### src/rtl/issue_pair_pkg.sv
// Shared types and constants for the dual-issue pairing stage.
package issue_pair_pkg;

    localparam int ALU_OP_WIDTH  = 4;
    localparam int REG_IDX_WIDTH = 5;

    // Opcodes at or above ALU_MUL use the single mul/div unit.
    localparam logic [ALU_OP_WIDTH-1:0] ALU_ADD = 4'd0;
    localparam logic [ALU_OP_WIDTH-1:0] ALU_MUL = 4'd8;

    localparam logic ISSUE_ST_EMPTY = 1'b0;
    localparam logic ISSUE_ST_HOLD  = 1'b1;

    typedef enum logic {
        ST_EMPTY = ISSUE_ST_EMPTY,
        ST_HOLD  = ISSUE_ST_HOLD
    } issue_state_e;

    typedef struct packed {
        logic [ALU_OP_WIDTH-1:0]  aluop;
        logic [31:0]              inst;
        logic [REG_IDX_WIDTH-1:0] rd;
        logic [REG_IDX_WIDTH-1:0] rs1;
        logic [REG_IDX_WIDTH-1:0] rs2;
        logic                     regwr;
        logic                     ldst;
        logic                     branch;
    } slot_t;

endpackage

### src/rtl/issue_pair_if.sv
// Decode-to-issue pair handshake plus the registered EX issue packet.
interface issue_pair_if
    import issue_pair_pkg::*;
#(
    parameter int PERF_W = 16
) ();

    logic                     in_valid;
    logic                     in_ready;
    logic [ALU_OP_WIDTH-1:0]  in_aluop_0,  in_aluop_1;
    logic [31:0]              in_inst_0,   in_inst_1;
    logic [REG_IDX_WIDTH-1:0] in_rd_0,     in_rd_1;
    logic [REG_IDX_WIDTH-1:0] in_rs1_0,    in_rs1_1;
    logic [REG_IDX_WIDTH-1:0] in_rs2_0,    in_rs2_1;
    logic                     in_regwr_0,  in_regwr_1;
    logic                     in_ldst_0,   in_ldst_1;
    logic                     in_branch_0, in_branch_1;
    logic                     ex_stall;
    logic                     flush;

    logic                     out_valid_0,  out_valid_1;
    logic [ALU_OP_WIDTH-1:0]  out_aluop_0,  out_aluop_1;
    logic [31:0]              out_inst_0,   out_inst_1;
    logic [REG_IDX_WIDTH-1:0] out_rd_0,     out_rd_1;
    logic [REG_IDX_WIDTH-1:0] out_rs1_0,    out_rs1_1;
    logic [REG_IDX_WIDTH-1:0] out_rs2_0,    out_rs2_1;
    logic                     out_regwr_0,  out_regwr_1;
    logic                     out_ldst_0,   out_ldst_1;
    logic                     out_branch_0, out_branch_1;
    logic [PERF_W-1:0]        perf_split_cnt;

    modport master (
        output in_valid, in_aluop_0, in_aluop_1, in_inst_0, in_inst_1,
               in_rd_0, in_rd_1, in_rs1_0, in_rs1_1, in_rs2_0, in_rs2_1,
               in_regwr_0, in_regwr_1, in_ldst_0, in_ldst_1,
               in_branch_0, in_branch_1, ex_stall, flush,
        input  in_ready, out_valid_0, out_valid_1, out_aluop_0, out_aluop_1,
               out_inst_0, out_inst_1, out_rd_0, out_rd_1, out_rs1_0, out_rs1_1,
               out_rs2_0, out_rs2_1, out_regwr_0, out_regwr_1,
               out_ldst_0, out_ldst_1, out_branch_0, out_branch_1, perf_split_cnt
    );

    modport slave (
        input  in_valid, in_aluop_0, in_aluop_1, in_inst_0, in_inst_1,
               in_rd_0, in_rd_1, in_rs1_0, in_rs1_1, in_rs2_0, in_rs2_1,
               in_regwr_0, in_regwr_1, in_ldst_0, in_ldst_1,
               in_branch_0, in_branch_1, ex_stall, flush,
        output in_ready, out_valid_0, out_valid_1, out_aluop_0, out_aluop_1,
               out_inst_0, out_inst_1, out_rd_0, out_rd_1, out_rs1_0, out_rs1_1,
               out_rs2_0, out_rs2_1, out_regwr_0, out_regwr_1,
               out_ldst_0, out_ldst_1, out_branch_0, out_branch_1, perf_split_cnt
    );

endinterface

### src/rtl/issue_conflict.sv
// Combinational pairing-hazard check: high when the two instructions must not issue together.
module issue_conflict
    import issue_pair_pkg::*;
(
    input  logic [ALU_OP_WIDTH-1:0]  aluop_0_i,
    input  logic [ALU_OP_WIDTH-1:0]  aluop_1_i,
    input  logic [REG_IDX_WIDTH-1:0] rd_0_i,
    input  logic [REG_IDX_WIDTH-1:0] rd_1_i,
    input  logic [REG_IDX_WIDTH-1:0] rs1_1_i,
    input  logic [REG_IDX_WIDTH-1:0] rs2_1_i,
    input  logic                     regwr_0_i,
    input  logic                     regwr_1_i,
    input  logic                     ldst_0_i,
    input  logic                     ldst_1_i,
    input  logic                     branch_0_i,
    output logic                     conflict_o
);

    logic raw, waw, muldiv, mem_ctrl;

    // x0 is never a real dependency, so it cannot cause RAW or WAW.
    assign raw      = regwr_0_i && (rd_0_i != '0) && ((rd_0_i == rs1_1_i) || (rd_0_i == rs2_1_i));
    assign waw      = regwr_0_i && regwr_1_i && (rd_0_i == rd_1_i) && (rd_0_i != '0);
    assign muldiv   = (aluop_0_i >= ALU_MUL) && (aluop_1_i >= ALU_MUL);
    assign mem_ctrl = ldst_0_i || branch_0_i || (ldst_0_i && ldst_1_i);

    assign conflict_o = mem_ctrl || raw || waw || muldiv;

endmodule

### src/rtl/issue_pair.sv
// ID/EX dual-issue pairing stage: issues legal pairs together, splits hazardous ones over two cycles.
module issue_pair
    import issue_pair_pkg::*;
#(
    parameter int PERF_W = 16
) (
    input  logic         clk,
    input  logic         rst_n,
    issue_pair_if.slave  bus
);

    issue_state_e      state_q;
    slot_t             slot0_q, slot1_q, hold_q;
    logic              valid0_q, valid1_q;
    logic [PERF_W-1:0] perf_q;
    slot_t             in_0, in_1;
    logic              conflict;
    logic              accept;

    assign in_0 = {bus.in_aluop_0, bus.in_inst_0, bus.in_rd_0, bus.in_rs1_0, bus.in_rs2_0,
                   bus.in_regwr_0, bus.in_ldst_0, bus.in_branch_0};
    assign in_1 = {bus.in_aluop_1, bus.in_inst_1, bus.in_rd_1, bus.in_rs1_1, bus.in_rs2_1,
                   bus.in_regwr_1, bus.in_ldst_1, bus.in_branch_1};

    issue_conflict u_conflict (
        .aluop_0_i  (in_0.aluop),
        .aluop_1_i  (in_1.aluop),
        .rd_0_i     (in_0.rd),
        .rd_1_i     (in_1.rd),
        .rs1_1_i    (in_1.rs1),
        .rs2_1_i    (in_1.rs2),
        .regwr_0_i  (in_0.regwr),
        .regwr_1_i  (in_1.regwr),
        .ldst_0_i   (in_0.ldst),
        .ldst_1_i   (in_1.ldst),
        .branch_0_i (in_0.branch),
        .conflict_o (conflict)
    );

    assign bus.in_ready = (state_q == ST_EMPTY) && !bus.ex_stall && !bus.flush;
    assign accept       = bus.in_valid && bus.in_ready;

    always_ff @(posedge clk or negedge rst_n) begin
        if (!rst_n) begin
            state_q  <= ST_EMPTY;
            slot0_q  <= '0;
            slot1_q  <= '0;
            hold_q   <= '0;
            valid0_q <= 1'b0;
            valid1_q <= 1'b0;
            perf_q   <= '0;
        end else if (bus.flush) begin
            // Returning to EMPTY is what invalidates the hold buffer.
            state_q  <= ST_EMPTY;
            valid0_q <= 1'b0;
            valid1_q <= 1'b0;
        end else if (!bus.ex_stall) begin
            case (state_q)
                ST_EMPTY: begin
                    if (accept) begin
                        slot0_q  <= in_0;
                        valid0_q <= 1'b1;
                        if (conflict) begin
                            valid1_q <= 1'b0;
                            hold_q   <= in_1;
                            state_q  <= ST_HOLD;
                            if (perf_q != '1) begin
                                perf_q <= perf_q + 1'b1;
                            end
                        end else begin
                            slot1_q  <= in_1;
                            valid1_q <= 1'b1;
                        end
                    end else begin
                        valid0_q <= 1'b0;
                        valid1_q <= 1'b0;
                    end
                end
                ST_HOLD: begin
                    slot0_q  <= hold_q;
                    valid0_q <= 1'b1;
                    valid1_q <= 1'b0;
                    state_q  <= ST_EMPTY;
                end
                default: state_q <= ST_EMPTY;
            endcase
        end
    end

    assign bus.out_valid_0    = valid0_q;
    assign bus.out_valid_1    = valid1_q;
    assign bus.out_aluop_0    = slot0_q.aluop;
    assign bus.out_aluop_1    = slot1_q.aluop;
    assign bus.out_inst_0     = slot0_q.inst;
    assign bus.out_inst_1     = slot1_q.inst;
    assign bus.out_rd_0       = slot0_q.rd;
    assign bus.out_rd_1       = slot1_q.rd;
    assign bus.out_rs1_0      = slot0_q.rs1;
    assign bus.out_rs1_1      = slot1_q.rs1;
    assign bus.out_rs2_0      = slot0_q.rs2;
    assign bus.out_rs2_1      = slot1_q.rs2;
    assign bus.out_regwr_0    = slot0_q.regwr;
    assign bus.out_regwr_1    = slot1_q.regwr;
    assign bus.out_ldst_0     = slot0_q.ldst;
    assign bus.out_ldst_1     = slot1_q.ldst;
    assign bus.out_branch_0   = slot0_q.branch;
    assign bus.out_branch_1   = slot1_q.branch;
    assign bus.perf_split_cnt = perf_q;

endmodule

### src/flat_wrapper.sv
// flat-port wrapper written by rule: the top's interface ports become plain ports
module issue_pair_flat import issue_pair_pkg::*;
#(
    parameter int PERF_W = 16
)
  (clk, rst_n, bus_in_valid, bus_in_aluop_0, bus_in_aluop_1, bus_in_inst_0, bus_in_inst_1, bus_in_rd_0, bus_in_rd_1, bus_in_rs1_0, bus_in_rs1_1, bus_in_rs2_0, bus_in_rs2_1, bus_in_regwr_0, bus_in_regwr_1, bus_in_ldst_0, bus_in_ldst_1, bus_in_branch_0, bus_in_branch_1, bus_ex_stall, bus_flush, bus_in_ready, bus_out_valid_0, bus_out_valid_1, bus_out_aluop_0, bus_out_aluop_1, bus_out_inst_0, bus_out_inst_1, bus_out_rd_0, bus_out_rd_1, bus_out_rs1_0, bus_out_rs1_1, bus_out_rs2_0, bus_out_rs2_1, bus_out_regwr_0, bus_out_regwr_1, bus_out_ldst_0, bus_out_ldst_1, bus_out_branch_0, bus_out_branch_1, bus_perf_split_cnt);
  issue_pair_if #(.PERF_W(PERF_W)) bus_i ();
  input  logic clk;
  input  logic rst_n;
  input wire logic [$bits(bus_i.in_valid)-1:0] bus_in_valid;
  input wire logic [$bits(bus_i.in_aluop_0)-1:0] bus_in_aluop_0;
  input wire logic [$bits(bus_i.in_aluop_1)-1:0] bus_in_aluop_1;
  input wire logic [$bits(bus_i.in_inst_0)-1:0] bus_in_inst_0;
  input wire logic [$bits(bus_i.in_inst_1)-1:0] bus_in_inst_1;
  input wire logic [$bits(bus_i.in_rd_0)-1:0] bus_in_rd_0;
  input wire logic [$bits(bus_i.in_rd_1)-1:0] bus_in_rd_1;
  input wire logic [$bits(bus_i.in_rs1_0)-1:0] bus_in_rs1_0;
  input wire logic [$bits(bus_i.in_rs1_1)-1:0] bus_in_rs1_1;
  input wire logic [$bits(bus_i.in_rs2_0)-1:0] bus_in_rs2_0;
  input wire logic [$bits(bus_i.in_rs2_1)-1:0] bus_in_rs2_1;
  input wire logic [$bits(bus_i.in_regwr_0)-1:0] bus_in_regwr_0;
  input wire logic [$bits(bus_i.in_regwr_1)-1:0] bus_in_regwr_1;
  input wire logic [$bits(bus_i.in_ldst_0)-1:0] bus_in_ldst_0;
  input wire logic [$bits(bus_i.in_ldst_1)-1:0] bus_in_ldst_1;
  input wire logic [$bits(bus_i.in_branch_0)-1:0] bus_in_branch_0;
  input wire logic [$bits(bus_i.in_branch_1)-1:0] bus_in_branch_1;
  input wire logic [$bits(bus_i.ex_stall)-1:0] bus_ex_stall;
  input wire logic [$bits(bus_i.flush)-1:0] bus_flush;
  output wire logic [$bits(bus_i.in_ready)-1:0] bus_in_ready;
  output wire logic [$bits(bus_i.out_valid_0)-1:0] bus_out_valid_0;
  output wire logic [$bits(bus_i.out_valid_1)-1:0] bus_out_valid_1;
  output wire logic [$bits(bus_i.out_aluop_0)-1:0] bus_out_aluop_0;
  output wire logic [$bits(bus_i.out_aluop_1)-1:0] bus_out_aluop_1;
  output wire logic [$bits(bus_i.out_inst_0)-1:0] bus_out_inst_0;
  output wire logic [$bits(bus_i.out_inst_1)-1:0] bus_out_inst_1;
  output wire logic [$bits(bus_i.out_rd_0)-1:0] bus_out_rd_0;
  output wire logic [$bits(bus_i.out_rd_1)-1:0] bus_out_rd_1;
  output wire logic [$bits(bus_i.out_rs1_0)-1:0] bus_out_rs1_0;
  output wire logic [$bits(bus_i.out_rs1_1)-1:0] bus_out_rs1_1;
  output wire logic [$bits(bus_i.out_rs2_0)-1:0] bus_out_rs2_0;
  output wire logic [$bits(bus_i.out_rs2_1)-1:0] bus_out_rs2_1;
  output wire logic [$bits(bus_i.out_regwr_0)-1:0] bus_out_regwr_0;
  output wire logic [$bits(bus_i.out_regwr_1)-1:0] bus_out_regwr_1;
  output wire logic [$bits(bus_i.out_ldst_0)-1:0] bus_out_ldst_0;
  output wire logic [$bits(bus_i.out_ldst_1)-1:0] bus_out_ldst_1;
  output wire logic [$bits(bus_i.out_branch_0)-1:0] bus_out_branch_0;
  output wire logic [$bits(bus_i.out_branch_1)-1:0] bus_out_branch_1;
  output wire logic [$bits(bus_i.perf_split_cnt)-1:0] bus_perf_split_cnt;
  assign bus_i.in_valid = bus_in_valid;
  assign bus_i.in_aluop_0 = bus_in_aluop_0;
  assign bus_i.in_aluop_1 = bus_in_aluop_1;
  assign bus_i.in_inst_0 = bus_in_inst_0;
  assign bus_i.in_inst_1 = bus_in_inst_1;
  assign bus_i.in_rd_0 = bus_in_rd_0;
  assign bus_i.in_rd_1 = bus_in_rd_1;
  assign bus_i.in_rs1_0 = bus_in_rs1_0;
  assign bus_i.in_rs1_1 = bus_in_rs1_1;
  assign bus_i.in_rs2_0 = bus_in_rs2_0;
  assign bus_i.in_rs2_1 = bus_in_rs2_1;
  assign bus_i.in_regwr_0 = bus_in_regwr_0;
  assign bus_i.in_regwr_1 = bus_in_regwr_1;
  assign bus_i.in_ldst_0 = bus_in_ldst_0;
  assign bus_i.in_ldst_1 = bus_in_ldst_1;
  assign bus_i.in_branch_0 = bus_in_branch_0;
  assign bus_i.in_branch_1 = bus_in_branch_1;
  assign bus_i.ex_stall = bus_ex_stall;
  assign bus_i.flush = bus_flush;
  assign bus_in_ready = bus_i.in_ready;
  assign bus_out_valid_0 = bus_i.out_valid_0;
  assign bus_out_valid_1 = bus_i.out_valid_1;
  assign bus_out_aluop_0 = bus_i.out_aluop_0;
  assign bus_out_aluop_1 = bus_i.out_aluop_1;
  assign bus_out_inst_0 = bus_i.out_inst_0;
  assign bus_out_inst_1 = bus_i.out_inst_1;
  assign bus_out_rd_0 = bus_i.out_rd_0;
  assign bus_out_rd_1 = bus_i.out_rd_1;
  assign bus_out_rs1_0 = bus_i.out_rs1_0;
  assign bus_out_rs1_1 = bus_i.out_rs1_1;
  assign bus_out_rs2_0 = bus_i.out_rs2_0;
  assign bus_out_rs2_1 = bus_i.out_rs2_1;
  assign bus_out_regwr_0 = bus_i.out_regwr_0;
  assign bus_out_regwr_1 = bus_i.out_regwr_1;
  assign bus_out_ldst_0 = bus_i.out_ldst_0;
  assign bus_out_ldst_1 = bus_i.out_ldst_1;
  assign bus_out_branch_0 = bus_i.out_branch_0;
  assign bus_out_branch_1 = bus_i.out_branch_1;
  assign bus_perf_split_cnt = bus_i.perf_split_cnt;
  issue_pair #(.PERF_W(PERF_W)) u_core (.clk(clk), .rst_n(rst_n), .bus(bus_i));
endmodule
### config.mk
export PLATFORM = sky130hd
export DESIGN_NAME = issue_pair_flat
export DESIGN_NICKNAME = d
export VERILOG_FILES = /design/src/rtl/issue_pair_pkg.sv /design/src/rtl/issue_pair_if.sv /design/src/rtl/issue_conflict.sv /design/src/rtl/issue_pair.sv /design/src/flat_wrapper.sv
export SDC_FILE = /design/constraint.sdc
export NUM_CORES = 1
export LEC_CHECK = 0
export CAP_MARGIN = 20
export CORE_ASPECT_RATIO = 0.75
export CORE_MARGIN = 10
export CORE_UTILIZATION = 42
export DETAILED_ROUTE_END_ITERATION = 8
export PLACE_DENSITY = 0.82
export SETUP_SLACK_MARGIN = 0.1
export SLEW_MARGIN = 20
export SYNTH_ARGS = -nofsm -noshare
export SYNTH_HDL_FRONTEND = slang
export SYNTH_SLANG_ARGS = --single-unit
### constraint.sdc
create_clock -name clk -period 1.85 [get_ports clk]
set_input_delay 0.4625 -clock clk [delete_from_list [all_inputs] [get_ports clk]]
set_output_delay 0.4625 -clock clk [all_outputs]
set_load 0.005 [all_outputs]
==> metrics.yaml, run 1 <==
reg2regPathDepth: 6
synth_edf_count: 0
ir_drop_uv: 595
synth_seq_cells: 181
cp_top_family: "buffers and inverters"
seq_area_frac_synth_pct: 59.6
yosysTopAreaCellShare_pct: 59.6
power.leakage_nw: 5.93
yosys.area.top_type: "dfrtp_1"
drt-wirelength-per-cell_um: 22.5
root_buffer: "clkbuf_16"
die_y_um: 136
ys_async_sr_fraction_pct: 100
cap_violations: 0
clkPwrFrac_pct: 30.9
drt-initial-drc-count: 382
hold_path_class: "in2reg"
hold_depth: 2
cpMaxStageDelayCell: "mux2_4"
cts_tree: "built"
synthTopCellsByArea: "dfrtp_1 (60%), mux2_2 (16%), mux2i_1 (7.1%)"
nets: 1017
numClockSinks: 181
power_per_cell_area_nw_per_um2: 1010
synthSimpleGateAreaFrac_pct: 6.19
grt_overflow: 0
place_congestion: 0.841
synth_top_family_by_area: "multiplexers"
relSlewSlack_pct: 67.7
path_class: "in2reg"
crit_path_max_incr_delay_ns: 0.30
cp_max_fo: 7
grt_pass1_wl_mm: 38.0
synth_common_cells: "dfrtp_1 (181), mux2_2 (105), nor2_1 (59)"
dieArea_sq_um: 23900
num_antenna_cells: 0
clock_latency_ns: 0.43
syn_nets: 688
internal_power_mw: 9.13
route.detailed.drc: 0
fmax_mhz: 453
ant_nets: 0
seq_power_share_pct: 42.5
core.rowCount: 42
antenna_found_initial: 0
worstMarginPinSlew_ns: 0.483
first_pass_iters: 4
finalPower_mw: 12.5
cp_cell_sequence: "clkdlybuf4s15_2 > xnor2_2 > nand4_1 > o22ai_4 > nor2_4 > o2111ai_4 > buf_8 > buf_12 > buf_16 > mux2_4"
hold_viol: 0
slew_violations: 0
yosys.area_share.xor_xnor_pct: 3.34
grt_max_degree: 52
port_buffers: 239
tns_ns: -29.19
core_sq_um: 17700
grt_use_total_pct: 20.6
synth.avg_cell_area_sq_um: 13.2
drive_gt1_share_pct: 33.5
clk_pin_slew_ns: 0.07
cp_data_arrival_time_ns: 2.51
ctsLongestPathBuffers: 2
synthAdderAreaFrac_pct: 0.165
finalWirelength_mm: 26.1
synth.distinct_cells: 36
utilization_pct: 69.9
setup_violations: 124
htreeDepth: 4
status: "finished with violations"
p_sw_share_pct: 27.2
start_util_pct: 42.9
power.switching_mw: 3.41
cp_num_buf_inv: 4
areaGrowthSynthToFinish_pct: 63.0
p_comb_share_pct: 26.7
syn_inst: 574
yosys_warnings: 0
post_drt_via_cell_ratio: 5.10
synth_top_flop_cell: "dfrtp_1"
final.period_utilization_pct: 119
required_ns: 2.15
ioPinCount: 240
layout_min_cycle_time_ns: 2.21
worstSetupEndpointType: "flop"
skew_ns: 0.0128
grt_pass1_vias: 6444
failed_checks: "setup timing"
worst_slack_ns: -0.360
path_depth: 10
fp.dieW_um: 175
synth_compound_area_share_pct: 4.81
cp-start-kind: "primary input"
rsz0062_at_grt: "true"
muxShareOfSynthArea_pct: 23.3
synthMostInstantiatedCell: "dfrtp_1"
netlist_area_sq_um: 7590
vias: 5903
hpwl_mm: 17.0
numCtsBuffers: 17
-- power groups by stage --
| stage | registers [mW] | clock network, mW | logic, mW |
|---|---|---|---|
| after floorplan | 5.35 | 0 | 1.10 |
| after global placement | 5.33 | 0 | 3.11 |
| after detailed placement | 5.37 | 0 | 3.19 |
| after CTS | 5.27 | 3.93 | 3.04 |
| after global routing | 5.42 | 4.11 | 3.59 |
| final | 5.33 | 3.87 | 3.34 |
-- flip-flops by register name, indices dropped and copies added, names as in the netlist, 4 cells and up --
| name | count |
|---|---|
| u_core.bus.out_inst_0 | 32 |
| u_core.hold_q | 54 |
| u_core.bus.out_aluop_0 | 4 |
| u_core.bus.out_rs2_1 | 5 |
| u_core.bus.perf_split_cnt | 16 |
| u_core.bus.out_rd_0 | 5 |
| u_core.bus.out_rs1_1 | 5 |
| u_core.bus.out_rs2_0 | 5 |
| u_core.bus.out_inst_1 | 32 |
| u_core.bus.out_rs1_0 | 5 |
| u_core.bus.out_rd_1 | 5 |
| u_core.bus.out_aluop_1 | 4 |
-- final timing paths --
| check | from | end | slack [ns] |
|---|---|---|---|
| worst max-delay path | bus_in_rd_1[4] | u_core.bus.out_inst_1[1]$_DFFE_PN0P_ | -0.36 |
| worst min-delay path | bus_in_rd_1[1] | u_core.bus.out_rd_1[1]$_DFFE_PN0P_ | 0.35 |
| worst max register to register | u_core.state_q$_DFFE_PN0P_ | u_core.bus.perf_split_cnt[7]$_DFFE_PN0P_ | -0.16 |
| worst min register to register | u_core.bus.out_valid_1$_DFFE_PN0P_ | u_core.bus.out_valid_1$_DFFE_PN0P_ | 0.48 |
| max in group asynchronous | rst_n | u_core.state_q$_DFFE_PN0P_ | 0.68 |
| min in group asynchronous | rst_n | u_core.bus.out_rs1_1[1]$_DFFE_PN0P_ | 0.54 |
-- routing by layer --
metal	up-vias	part of all wire, %	GRT usage, %
li1	2670	-	-
met1	3047	42	24.8
met2	173	50	34.6
met3	13	7.7	8.40
met4	0	0.83	3.80
met5	-	0	0
-- per-stage QoR --
stage / worst slack (ns) / cells / hold slack (ns) / area [sq um]
floorplan: -0.245 / 574 / 0.167 / 7720
global placement: -0.859 / 1087 / 0.429 / 10800
detailed placement: -1.04 / 1087 / 0.425 / 10800
CTS: -0.0936 / 1155 / 0.396 / 12000
global route: -0.358 / 1158 / 0.340 / 12400
finish: -0.360 / 1158 / 0.348 / 12400
-- cell usage in the layout (no fill, tap or decap), drive strengths merged, types with 7 or more instances in the layout --
master	synthesis	routed
xnor2	20	20
clkbuf	11	21
dlygate4sd2	0	125
clkdlybuf4s50	0	85
nor3	7	7
a21oi	55	55
dfrtp	181	181
mux2	109	109
buf	19	114
nor2	59	59
nand2	14	14
clkdlybuf4s15	0	10
xor2	9	9
mux2i	54	54
-- timing repair --
item / CTS / global route
hold buffers: 1 / 0
endpoints found under the hold margin: 37 / 0
cloned: 5 / 1
resized for setup: 283 / 102
setup endpoints to repair: 251 / 175
buffers inserted: 30 / 3
pin swaps: 26 / 19
-- logic make-up (layout without fill, tap and decap cells) --
logic type,after synthesis,count (layout)
XOR/XNOR,29,29
buffers and inverters,33,375
flip-flops,181,181
adder cells (fa/ha/maj),1,1
AO/OA/AOI/OAI,64,64
multiplexers,163,163
AND/OR/NAND/NOR,103,103
-- layout make-up --
class	instances	area, sq um
clock inverter	14	199
inverter	3	11.3
clock buffer	18	429
fill	1242	5330
multi-input combinational	360	3590
sequential	181	4530
timing repair buffer	340	3320
tap	242	303
No activity file was read; power rests on OpenSTA's default activity.
==> run 2: changes to the inputs <==
--- a/config.mk
+++ b/config.mk
@@ -9,6 +9,7 @@
 export CORE_ASPECT_RATIO = 0.75
 export CORE_MARGIN = 10
 export CORE_UTILIZATION = 42
+export CTS_BUF_LIST = sky130_fd_sc_hd__clkbuf_16
 export DETAILED_ROUTE_END_ITERATION = 8
 export PLACE_DENSITY = 0.82
 export SETUP_SLACK_MARGIN = 0.1
==> run 2 against run 1 <==
  * The flow still finishes with violations (setup timing)
  * Combinational power about the same
  * Flip-flop and latch count unchanged
  * Global-route usage unchanged
  * Via count up 0.39%
  * Maximum frequency up 0.22%
  * Critical path depth unchanged
  * Critical endpoint unchanged
  * Highest routed layer unchanged
==> metrics.yaml, run 2 (synthesis gave the netlist of run 1 again) <==
worstMarginPinSlew_ns: 0.485  # +0.00180 ns
largest-register: "u_core.hold_q"
tns_ns: -28.92  # +0.270 ns
ant_nets: 0  # unchanged
root_buffer: "clkbuf_16"
nets: 1017  # unchanged
relSlewSlack_pct: 67.6  # -0.12 points
slew_violations: 0  # unchanged
clock_latency_ns: 0.43  # about the same
path_class: "in2reg"
power.leakage_nw: 5.93  # about the same
ctsLongestPathBuffers: 2  # unchanged
finalPower_mw: 12.5  # about the same
hold_viol: 0  # unchanged
dieArea_sq_um: 23900  # unchanged
required_ns: 2.15  # about the same
fill_cells: 1242  # unchanged
rsz0062_at_grt: "true"
cap_violations: 0  # unchanged
post_drt_via_cell_ratio: 5.12  # +0.39%
dp.cells: 1087  # unchanged
ir_drop_uv: 596  # +0.13%
start_util_pct: 42.9  # unchanged
status: "finished with violations"
cp_cell_sequence: "clkdlybuf4s15_2 > xnor2_2 > nand4_1 > o22ai_4 > nor2_4 > o2111ai_4 > buf_8 > buf_12 > buf_16 > mux2_4"
cpMaxStageDelayCell: "mux2_4"
failed_checks: "setup timing"
final_area_sq_um: 12400  # unchanged
cp-start-kind: "primary input"
core_sq_um: 17700  # unchanged
core.rowCount: 42  # unchanged
power_per_cell_area_nw_per_um2: 1010  # about the same
grt_pass1_vias: 6444  # unchanged
setup_violations: 124  # unchanged
first_pass_iters: 4  # unchanged
areaGrowthSynthToFinish_pct: 63.0  # unchanged
grt_max_degree: 52  # unchanged
cp_max_fo: 7  # unchanged
htreeDepth: 4  # unchanged
drt-wirelength-per-cell_um: 22.5  # about the same
top_layer: "met4"
grt_pass1_wl_mm: 38.0  # unchanged
detailedPlace.worstSlack_ns: -1.04  # unchanged
worst_slack_ns: -0.355  # +0.00491 ns
grt_use_total_pct: 20.6  # unchanged
port_buffers: 239  # unchanged
ioPinCount: 240  # unchanged
drive_gt1_share_pct: 33.5  # unchanged
grt_overflow: 0  # unchanged
cp_data_arrival_time_ns: 2.51  # about the same
wl_met2_mm: 13.0  # -0.13%
hold_start: "bus_in_rd_1[1]"
hold_depth: 2  # unchanged
worstHoldEndpoint: "u_core.bus.out_rd_1[1]$_DFFE_PN0P_"
finalWirelength_mm: 26.1  # about the same
cts_tree: "built"
hold_path_class: "in2reg"
reg2reg_slack_ns: -0.16  # about the same
final.period_utilization_pct: 119  # -0.27 points
dpl_cell_area_sq_um: 10800  # unchanged
m1WireLength_mm: 10.9  # about the same
vias: 5926  # +0.39%
drt-initial-drc-count: 387  # +1.3%
wl_met3_mm: 2.03  # +0.55%
reg2regPathDepth: 6  # unchanged
skew_ns: 0.0131  # +0.000291 ns
fin_cells: 1158  # unchanged
numClockSinks: 181  # unchanged
layout_common_cells: "dfrtp_1 (180), dlygate4sd2_1 (125), mux2_4 (85), clkdlybuf4s50_1 (85), buf_4 (61)"
fp.dieW_um: 175  # unchanged
worstReg2RegEnd: "u_core.bus.perf_split_cnt[7]$_DFFE_PN0P_"
antenna_found_initial: 0  # unchanged
mostFrequentLayoutCell: "dfrtp_1"
die_y_um: 136  # unchanged
num_antenna_cells: 0  # unchanged
hpwl_mm: 17.0  # unchanged
largest_register_ffs: 54  # unchanged
route.detailed.drc: 0  # unchanged
fmax_mhz: 454  # +0.22%
clk_pin_slew_ns: 0.07  # about the same
place_congestion: 0.841  # unchanged
numCtsBuffers: 17  # unchanged
crit_path_max_incr_delay_ns: 0.30  # about the same
layout_min_cycle_time_ns: 2.20  # -0.00491 ns
worstSetupEndpointType: "flop"
timing.rr.start: "u_core.state_q$_DFFE_PN0P_"
-- run 2: repair_timing --
action,CTS,global route
setup endpoints to repair,251,175
hold buffers,1,0
cloned,5,1
pin swaps,26,19
setup buffers,30,3
hold endpoints to repair,37,0
gates resized for setup,283,102
-- run 2: how the worst max path moves through the flow --
stage	start	to	slack, ns
global route	bus_in_rd_1[4]	u_core.bus.out_inst_1[18]$_DFFE_PN0P_	-0.36
CTS	u_core.state_q$_DFFE_PN0P_	u_core.bus.perf_split_cnt[7]$_DFFE_PN0P_	-0.09
floorplan	bus_in_rd_0[2]	u_core.bus.perf_split_cnt[7]$_DFFE_PN0P_	-0.24
global placement	bus_in_rd_0[0]	u_core.hold_q[40]$_DFFE_PN0P_	-0.86
detailed placement	bus_in_rd_0[3]	u_core.bus.perf_split_cnt[7]$_DFFE_PN0P_	-1.04
finish	bus_in_rd_1[4]	u_core.bus.out_inst_1[1]$_DFFE_PN0P_	-0.35
-- run 2: critical path, delay by kind of cell --
family                    cells  cell delay (ns)
muxes                         1             0.30
xor gates and xnor gates      1             0.19
AOI/OAI and AO/OA             2             0.54
buffers and inverters         4             0.67
and+or+nand+nor               2             0.35
-- run 2: power breakdown --
part           internal (mW)  switching (mW)  total [mW]
Sequential              4.82           0.504        5.32
Combinational           2.03            1.31        3.34
Clock                   2.28            1.60        3.87
Total                   9.12            3.41        12.5
-- run 2: cell type report --
cell class | count | area, sq um | area share [%]
Clock buffer | 17 | 425 | 3.44
Multi-Input combinational cell | 360 | 3590 | 29.0
Clock inverter | 15 | 203 | 1.64
Sequential cell | 181 | 4530 | 36.6
Timing Repair Buffer | 340 | 3320 | 26.8
Inverter | 3 | 11.3 | 0.0910
Tap cell | 242 | 303 | 2.45
-- run 2: stage by stage --
| step | hold WS [ns] | util, % |
|---|---|---|
| floorplan | 0.167 | - |
| global placement | 0.429 | 61.0 |
| detailed placement | 0.425 | 61.0 |
| CTS | 0.396 | 67.5 |
| global route | 0.340 | 69.9 |
| finish | 0.349 | 69.9 |
-- run 2: metal layers --
layer	vias up	GRT usage, %
li1	2666	-
met1	3062	24.8
met2	184	34.6
met3	14	8.40
met4	0	3.80
met5	-	0
